**src/rtl/serial_link_credit_rx_buffer.sv**
```systemverilog
// serial_link_credit_rx_buffer
//   Receive side of the serial link's credit-based flow control. Incoming
//   packets from the deserializer are either data (payload stored in a
//   NumCredits-deep FIFO) or credit-only. Credits piggybacked by the remote
//   side are forwarded to the local transmitter as a one-cycle pulse. Slots
//   freed by the consumer are counted so the local transmitter can return
//   them to the remote side.
//
// Ports
//   clk_i, rst_i                 clock, synchronous active-high reset
//   rx_valid_i / rx_ready_o      incoming packet handshake (ready is registered)
//   rx_is_data_i                 1: packet has payload, 0: credit-only
//   rx_data_i                    packet payload
//   rx_credits_i                 credits piggybacked by the remote side
//   deq_valid_o / deq_ready_i    FIFO head handshake toward the protocol layer
//   deq_data_o                   FIFO head payload (0 while empty)
//   credits_returned_valid_o     one-cycle pulse qualifying credits_returned_o
//   credits_returned_o           last nonzero credit count received
//   credits_freed_o              slots freed since the last ack
//   credits_freed_ack_i          local tx has sent credits_freed_o
//   count_o                      FIFO occupancy
//   overflow_o                   sticky: data arrived with no free slot
module serial_link_credit_rx_buffer #(
  parameter int DataWidth   = 32,
  parameter int NumCredits  = 8,
  parameter int CreditWidth = $clog2(NumCredits + 1)
) (
  input  logic                   clk_i,
  input  logic                   rst_i,
  input  logic                   rx_valid_i,
  output logic                   rx_ready_o,
  input  logic                   rx_is_data_i,
  input  logic [DataWidth-1:0]   rx_data_i,
  input  logic [CreditWidth-1:0] rx_credits_i,
  output logic                   deq_valid_o,
  input  logic                   deq_ready_i,
  output logic [DataWidth-1:0]   deq_data_o,
  output logic                   credits_returned_valid_o,
  output logic [CreditWidth-1:0] credits_returned_o,
  output logic [CreditWidth-1:0] credits_freed_o,
  input  logic                   credits_freed_ack_i,
  output logic [CreditWidth-1:0] count_o,
  output logic                   overflow_o
);

  localparam int IdxW = $clog2(NumCredits);
  localparam logic [IdxW-1:0]      LastIdx = IdxW'(NumCredits - 1);
  localparam logic [CreditWidth-1:0] Full  = CreditWidth'(NumCredits);
  localparam logic [CreditWidth:0] FullExt = (CreditWidth + 1)'(NumCredits);

  // Pointer MSB is a wrap bit: equal index with differing wrap bits means full.
  function automatic logic [IdxW:0] next_ptr(input logic [IdxW:0] p);
    if (p[IdxW-1:0] == LastIdx) return {~p[IdxW], {IdxW{1'b0}}};
    return p + (IdxW + 1)'(1);
  endfunction

  logic [DataWidth-1:0]   mem [NumCredits];
  logic [IdxW:0]          wr_ptr_q, rd_ptr_q;
  logic [CreditWidth-1:0] count_q, freed_q;
  logic                   rdy_q, ovf_q;
  logic                   vld_p1;
  logic [CreditWidth-1:0] cred_ret_p1;
  logic                   overdraft_q;

  logic                   rx_hs, deq_hs, wr_req, wr_en, cred_hit;
  logic [CreditWidth:0]   occupancy;

  assign rx_hs     = rx_valid_i & rdy_q;
  assign deq_hs    = deq_ready_i & (count_q != '0);
  assign wr_req    = rx_hs & rx_is_data_i;
  // A full FIFO still accepts a write when the head leaves in the same cycle.
  assign wr_en     = wr_req & ((count_q != Full) | deq_hs);
  assign cred_hit  = rx_hs & (rx_credits_i != '0);
  assign occupancy = {1'b0, count_q} + {1'b0, freed_q};

  // Stage p0 -> p1: control state, pointers, counters, credit pulse
  always_ff @(posedge clk_i) begin
    if (rst_i) begin
      rdy_q       <= 1'b0;
      wr_ptr_q    <= '0;
      rd_ptr_q    <= '0;
      count_q     <= '0;
      freed_q     <= '0;
      ovf_q       <= 1'b0;
      vld_p1      <= 1'b0;
      cred_ret_p1 <= '0;
      overdraft_q <= 1'b0;
    end else begin
      rdy_q <= 1'b1;
      if (wr_en)  wr_ptr_q <= next_ptr(wr_ptr_q);
      if (deq_hs) rd_ptr_q <= next_ptr(rd_ptr_q);
      if (wr_en && !deq_hs)      count_q <= count_q + CreditWidth'(1);
      else if (!wr_en && deq_hs) count_q <= count_q - CreditWidth'(1);
      if (wr_req && !wr_en) ovf_q <= 1'b1;
      vld_p1 <= cred_hit;
      if (cred_hit) cred_ret_p1 <= rx_credits_i;
      // An ack coinciding with a dequeue keeps that dequeue's credit.
      if (credits_freed_ack_i) freed_q <= deq_hs ? CreditWidth'(1) : '0;
      else if (deq_hs)         freed_q <= freed_q + CreditWidth'(1);
      // Remote wrote while holding no credit; occupancy invariant no longer applies.
      if (wr_en && (occupancy >= FullExt)) overdraft_q <= 1'b1;
    end
  end

  // Payload storage carries no reset; head is masked while empty.
  always_ff @(posedge clk_i) begin
    if (wr_en) mem[wr_ptr_q[IdxW-1:0]] <= rx_data_i;
  end

  assign rx_ready_o               = rdy_q;
  assign deq_valid_o              = (count_q != '0);
  assign deq_data_o               = (count_q != '0) ? mem[rd_ptr_q[IdxW-1:0]] : '0;
  assign credits_returned_valid_o = vld_p1;
  assign credits_returned_o       = cred_ret_p1;
  assign credits_freed_o          = freed_q;
  assign count_o                  = count_q;
  assign overflow_o               = ovf_q;

  a_count_range: assert property (@(posedge clk_i) disable iff (rst_i) count_q <= Full);
  a_freed_range: assert property (@(posedge clk_i) disable iff (rst_i) freed_q <= Full);
  a_freed_nowrap: assert property (@(posedge clk_i) disable iff (rst_i)
    (deq_hs && !credits_freed_ack_i) |-> (freed_q != Full));
  a_occupancy: assert property (@(posedge clk_i) disable iff (rst_i)
    !overdraft_q |-> (occupancy <= FullExt));
  a_ptr_full: assert property (@(posedge clk_i) disable iff (rst_i)
    (count_q == Full) == ((wr_ptr_q[IdxW-1:0] == rd_ptr_q[IdxW-1:0]) &&
                          (wr_ptr_q[IdxW] != rd_ptr_q[IdxW])));

endmodule

```
**config.mk**
```make
export PLATFORM = sky130hd
export DESIGN_NAME = serial_link_credit_rx_buffer
export DESIGN_NICKNAME = d
export VERILOG_FILES = /design/src/rtl/serial_link_credit_rx_buffer.sv
export SDC_FILE = /design/constraint.sdc
export NUM_CORES = 1
export LEC_CHECK = 0
export ABC_AREA = 0
export BUFFER_PORTS_ARGS = -buffer_cell sky130_fd_sc_hd__buf_2
export CAP_MARGIN = 20
export CORE_MARGIN = 2
export CORE_UTILIZATION = 40
export DETAILED_ROUTE_END_ITERATION = 8
export HOLD_SLACK_MARGIN = 0.1
export PLACE_DENSITY = 0.63
export SLEW_MARGIN = 20
export SYNTH_ARGS = -nofsm -noshare
export SYNTH_HDL_FRONTEND = slang
export SYNTH_SLANG_ARGS = --single-unit
```
**constraint.sdc**
```tcl
create_clock -name clk_i -period 4.8 [get_ports clk_i]
set_input_delay 0.96 -clock clk_i [delete_from_list [all_inputs] [get_ports clk_i]]
set_output_delay 0.96 -clock clk_i [all_outputs]
set_load 0.02 [all_outputs]
```
==> flow_metrics.tcl <==
set metrics [dict create \
    worstSetupStartpointType "register" \
    fin_nets 687 \
    r2r_end "count_o[3]" \
    ys_seq_area_frac 0.7552 \
    initial_core_util 0.4047 \
    routed_via_density 5.165 \
    tns_ns 0 \
    cts_buffers 28 \
    peakVddDrop_mv 0.8561 \
    relSlewSlack 0.4988 \
    finalSetupViolations 0 \
    placed_cell_area_um2 11770 \
    post_cts_buffers 0 \
    ff_latch_area_um2 8174 \
    cpLargestDelayFamily "flip-flops" \
    chipHeight_um 168.4 \
    ys.warnings.count 0 \
    crit_chain "buf_12 > mux4_2 > mux2i_1 > nor2_1 > buf_2" \
    synth_edf_count 256 \
    total_power_w 0.006774 \
    dr.pass1.iters 4 \
    fmax_mhz 271.8 \
    post_cts_resized 0 \
    gp_congestion 0.7573 \
    final_cell_area_um2 12810 \
    synth-seq-cells 280 \
    syn_nets 576 \
    max_cap_viol_count 0 \
    syn_area_per_cell_um2 20.60 \
    fp.dieW_um 168.4 \
    grt_pass1_wl_um 32250 \
    overflow 0 \
    core_area_um2 26730 \
    hpwl_um 12380 \
    routedWlPerCell_um 20.59 \
    hold_violations 0 \
    routed_wl_um 20570 \
    status "completed" \
    worstPathMaxFanout 35 \
    rsz0062_at_grt "false" \
    netlist_area_um2 10820 \
    tightest_slew_ns 0.7501 \
    hold_buffers 0 \
    multiInputGateArea_um2 2525 \
    drive_above_1_share 0.3511 \
    diodes 0 \
    clk_latency_ns 0.53 \
    cts_buffer_depth 3 \
    ff2ff_setup_slack_ns 2.10 \
    p_leak_nw 4.213 \
    synth.distinct_cells 35 \
    ioPinCount 90 \
    slew_viol_final 0 \
    grt_max_degree 36 \
    ys.flop_type "edfxtp_1" \
    area_growth_pct 18.45 \
    port_buffers 89 \
    ys_async_sr_fraction 0 \
    cts_tree "built" \
    whs_ns 0.4737 \
    worstHoldPathCells 2 \
    grt_pass1_vias 5597 \
    cpPeakStageDelay_ns 0.83 \
    r2r_start "count_o[3]" \
    nFillCells 2195 \
    crit_required_ns 3.84 \
    antenna_found_initial 1 \
    htreeDepth 1 \
    cp.arrival_ns 2.72 \
    fin_worst_skew_ns 0.005053 \
    worstSetupPathType "register to primary output" \
    hp-class "register to register" \
    ant_nets 0 \
    power.density_nw_per_um2 528.8 \
    ff2ff_path_depth 9 \
    critPathCaptureType "primary output" \
    crit_buf_inv 2 \
    cts.sinks 280 \
    min_from "overflow_o" \
    drtIter0Drc 344 \
    route.detailed.drc 0 \
    period_share 0.7666 \
    fin_util 0.4794 \
    synthCells 525 \
    clkTransAtPathRegs_ns 0.06 \
    num_rows 60 \
    finalCriticalPeriod_ns 3.680 \
    critical-path-slowest-cell "dfxtp_4" \
    track_usage 0.1487 \
    vias 5160 \
    min_delay_worst_endpoint "overflow_o" \
    die-area_um2 28370 \
    cts_root_buf "clkbuf_16" \
]
where the power goes:
group          internal [W]  switching [W]
Combinational      0.000651       0.000888
Clock               0.00152       0.000868
Sequential          0.00271       0.000133
Total               0.00489        0.00189
registers in the layout, indices dropped and copies added (netlist names), named ones only:
signal / flops
mem: 256
count_o: 4
credits_freed_o: 4
credits_returned_o: 4
rd_ptr_q: 3
wr_ptr_q: 3
credits_returned_valid_o: 1
overflow_o: 1
rx_ready_o: 1
cell usage after synthesis (2+ instances only):
cell,count,share of area
edfxtp_1,256,0.71
mux4_2,64,0.13
nor2_1,47,0.016
mux2i_1,36,0.033
dfxtp_1,24,0.044
nand2_1,13,0.0045
a21oi_1,9,0.0042
buf_2,9,0.0042
clkbuf_1,8,0.0028
ha_1,8,0.0093
buf_6,6,0.0062
nor3_1,6,0.0028
nor3b_1,4,0.0028
inv_1,3,0.0010
nand3_1,3,0.0014
xor2_1,3,0.0024
and3_1,2,0.0012
buf_4,2,0.0014
inv_2,2,0.00069
nand2b_1,2,0.0012
nand3b_1,2,0.0014
nor2b_1,2,0.0012
xnor2_1,2,0.0016
cell usage in the layout, fill, tap and decap left out, types with 3 or more instances in the layout:
master     synthesis  routed
a21oi_1            9       9
nor3b_2            0       4
inv_1              3       3
clkinv_2           0       4
dfxtp_1           24      21
nand2_1           13      13
clkbuf_8           0       3
clkbuf_16          0      29
mux4_2            64      64
clkinv_1           0       4
clkbuf_1           8       3
buf_2              9      89
bufinv_16          0       7
mux2i_1           36      36
nor3_1             6       4
nand3_1            3       3
nor2_1            47      45
xor2_1             3       3
buf_4              2      14
edfxtp_1         256     256
ha_1               8       8
kinds of logic after synthesis:
| family | share of synthesized area |
|---|---|
| AND/OR/NAND/NOR | 0.03563 |
| AO/OA/AOI/OAI | 0.01007 |
| flip-flops | 0.7552 |
| buffers and inverters | 0.01631 |
| multiplexers | 0.1676 |
| adder cells (fa/ha/maj) | 0.01111 |
| XOR/XNOR | 0.004050 |
worst max-delay path by stage:
stage / from / to / slack, ns / depth (start not counted)
after floorplan: rx_is_data_i / mem[4][0] / 0.45 / 4
after global placement: register / deq_data_o[1] / 1.54 / 5
after detailed placement: register / deq_data_o[16] / 1.56 / 5
after CTS: register / deq_data_o[16] / 0.99 / 5
after global routing: register / deq_data_o[1] / 0.90 / 5
final: register / deq_data_o[9] / 1.12 / 5
through the flow:
step / setup WS [ns] / instances
finish: 1.120 / 999
global route: 0.8951 / 999
CTS: 0.9884 / 999
detailed placement: 1.565 / 947
global placement: 1.541 / 945
floorplan: 0.4519 / 525
metal layers:
metal,global-route usage,part of all wire,up-vias
met5,0,0.00073,-
met4,0.03298,0.015,2
met3,0.02844,0.051,26
met2,0.2619,0.51,106
met1,0.1925,0.42,2666
li1,-,-,2360
worst min-delay path, cell delays in order (launching register included):
cell     delay (ns)
dfxtp_1        0.33
a41oi_1        0.04
nor2_1         0.07
layout make-up:
cell class                      instances  share of cell area
Timing Repair Buffer                  106             0.04883
Clock inverter                         17             0.02051
Inverter                                5            0.001465
Tap cell                              341             0.03330
Sequential cell                       280              0.6381
Multi-Input combinational cell        215              0.1971
Clock buffer                           35             0.06075
Note: power is estimated with default switching activity, not from simulation.
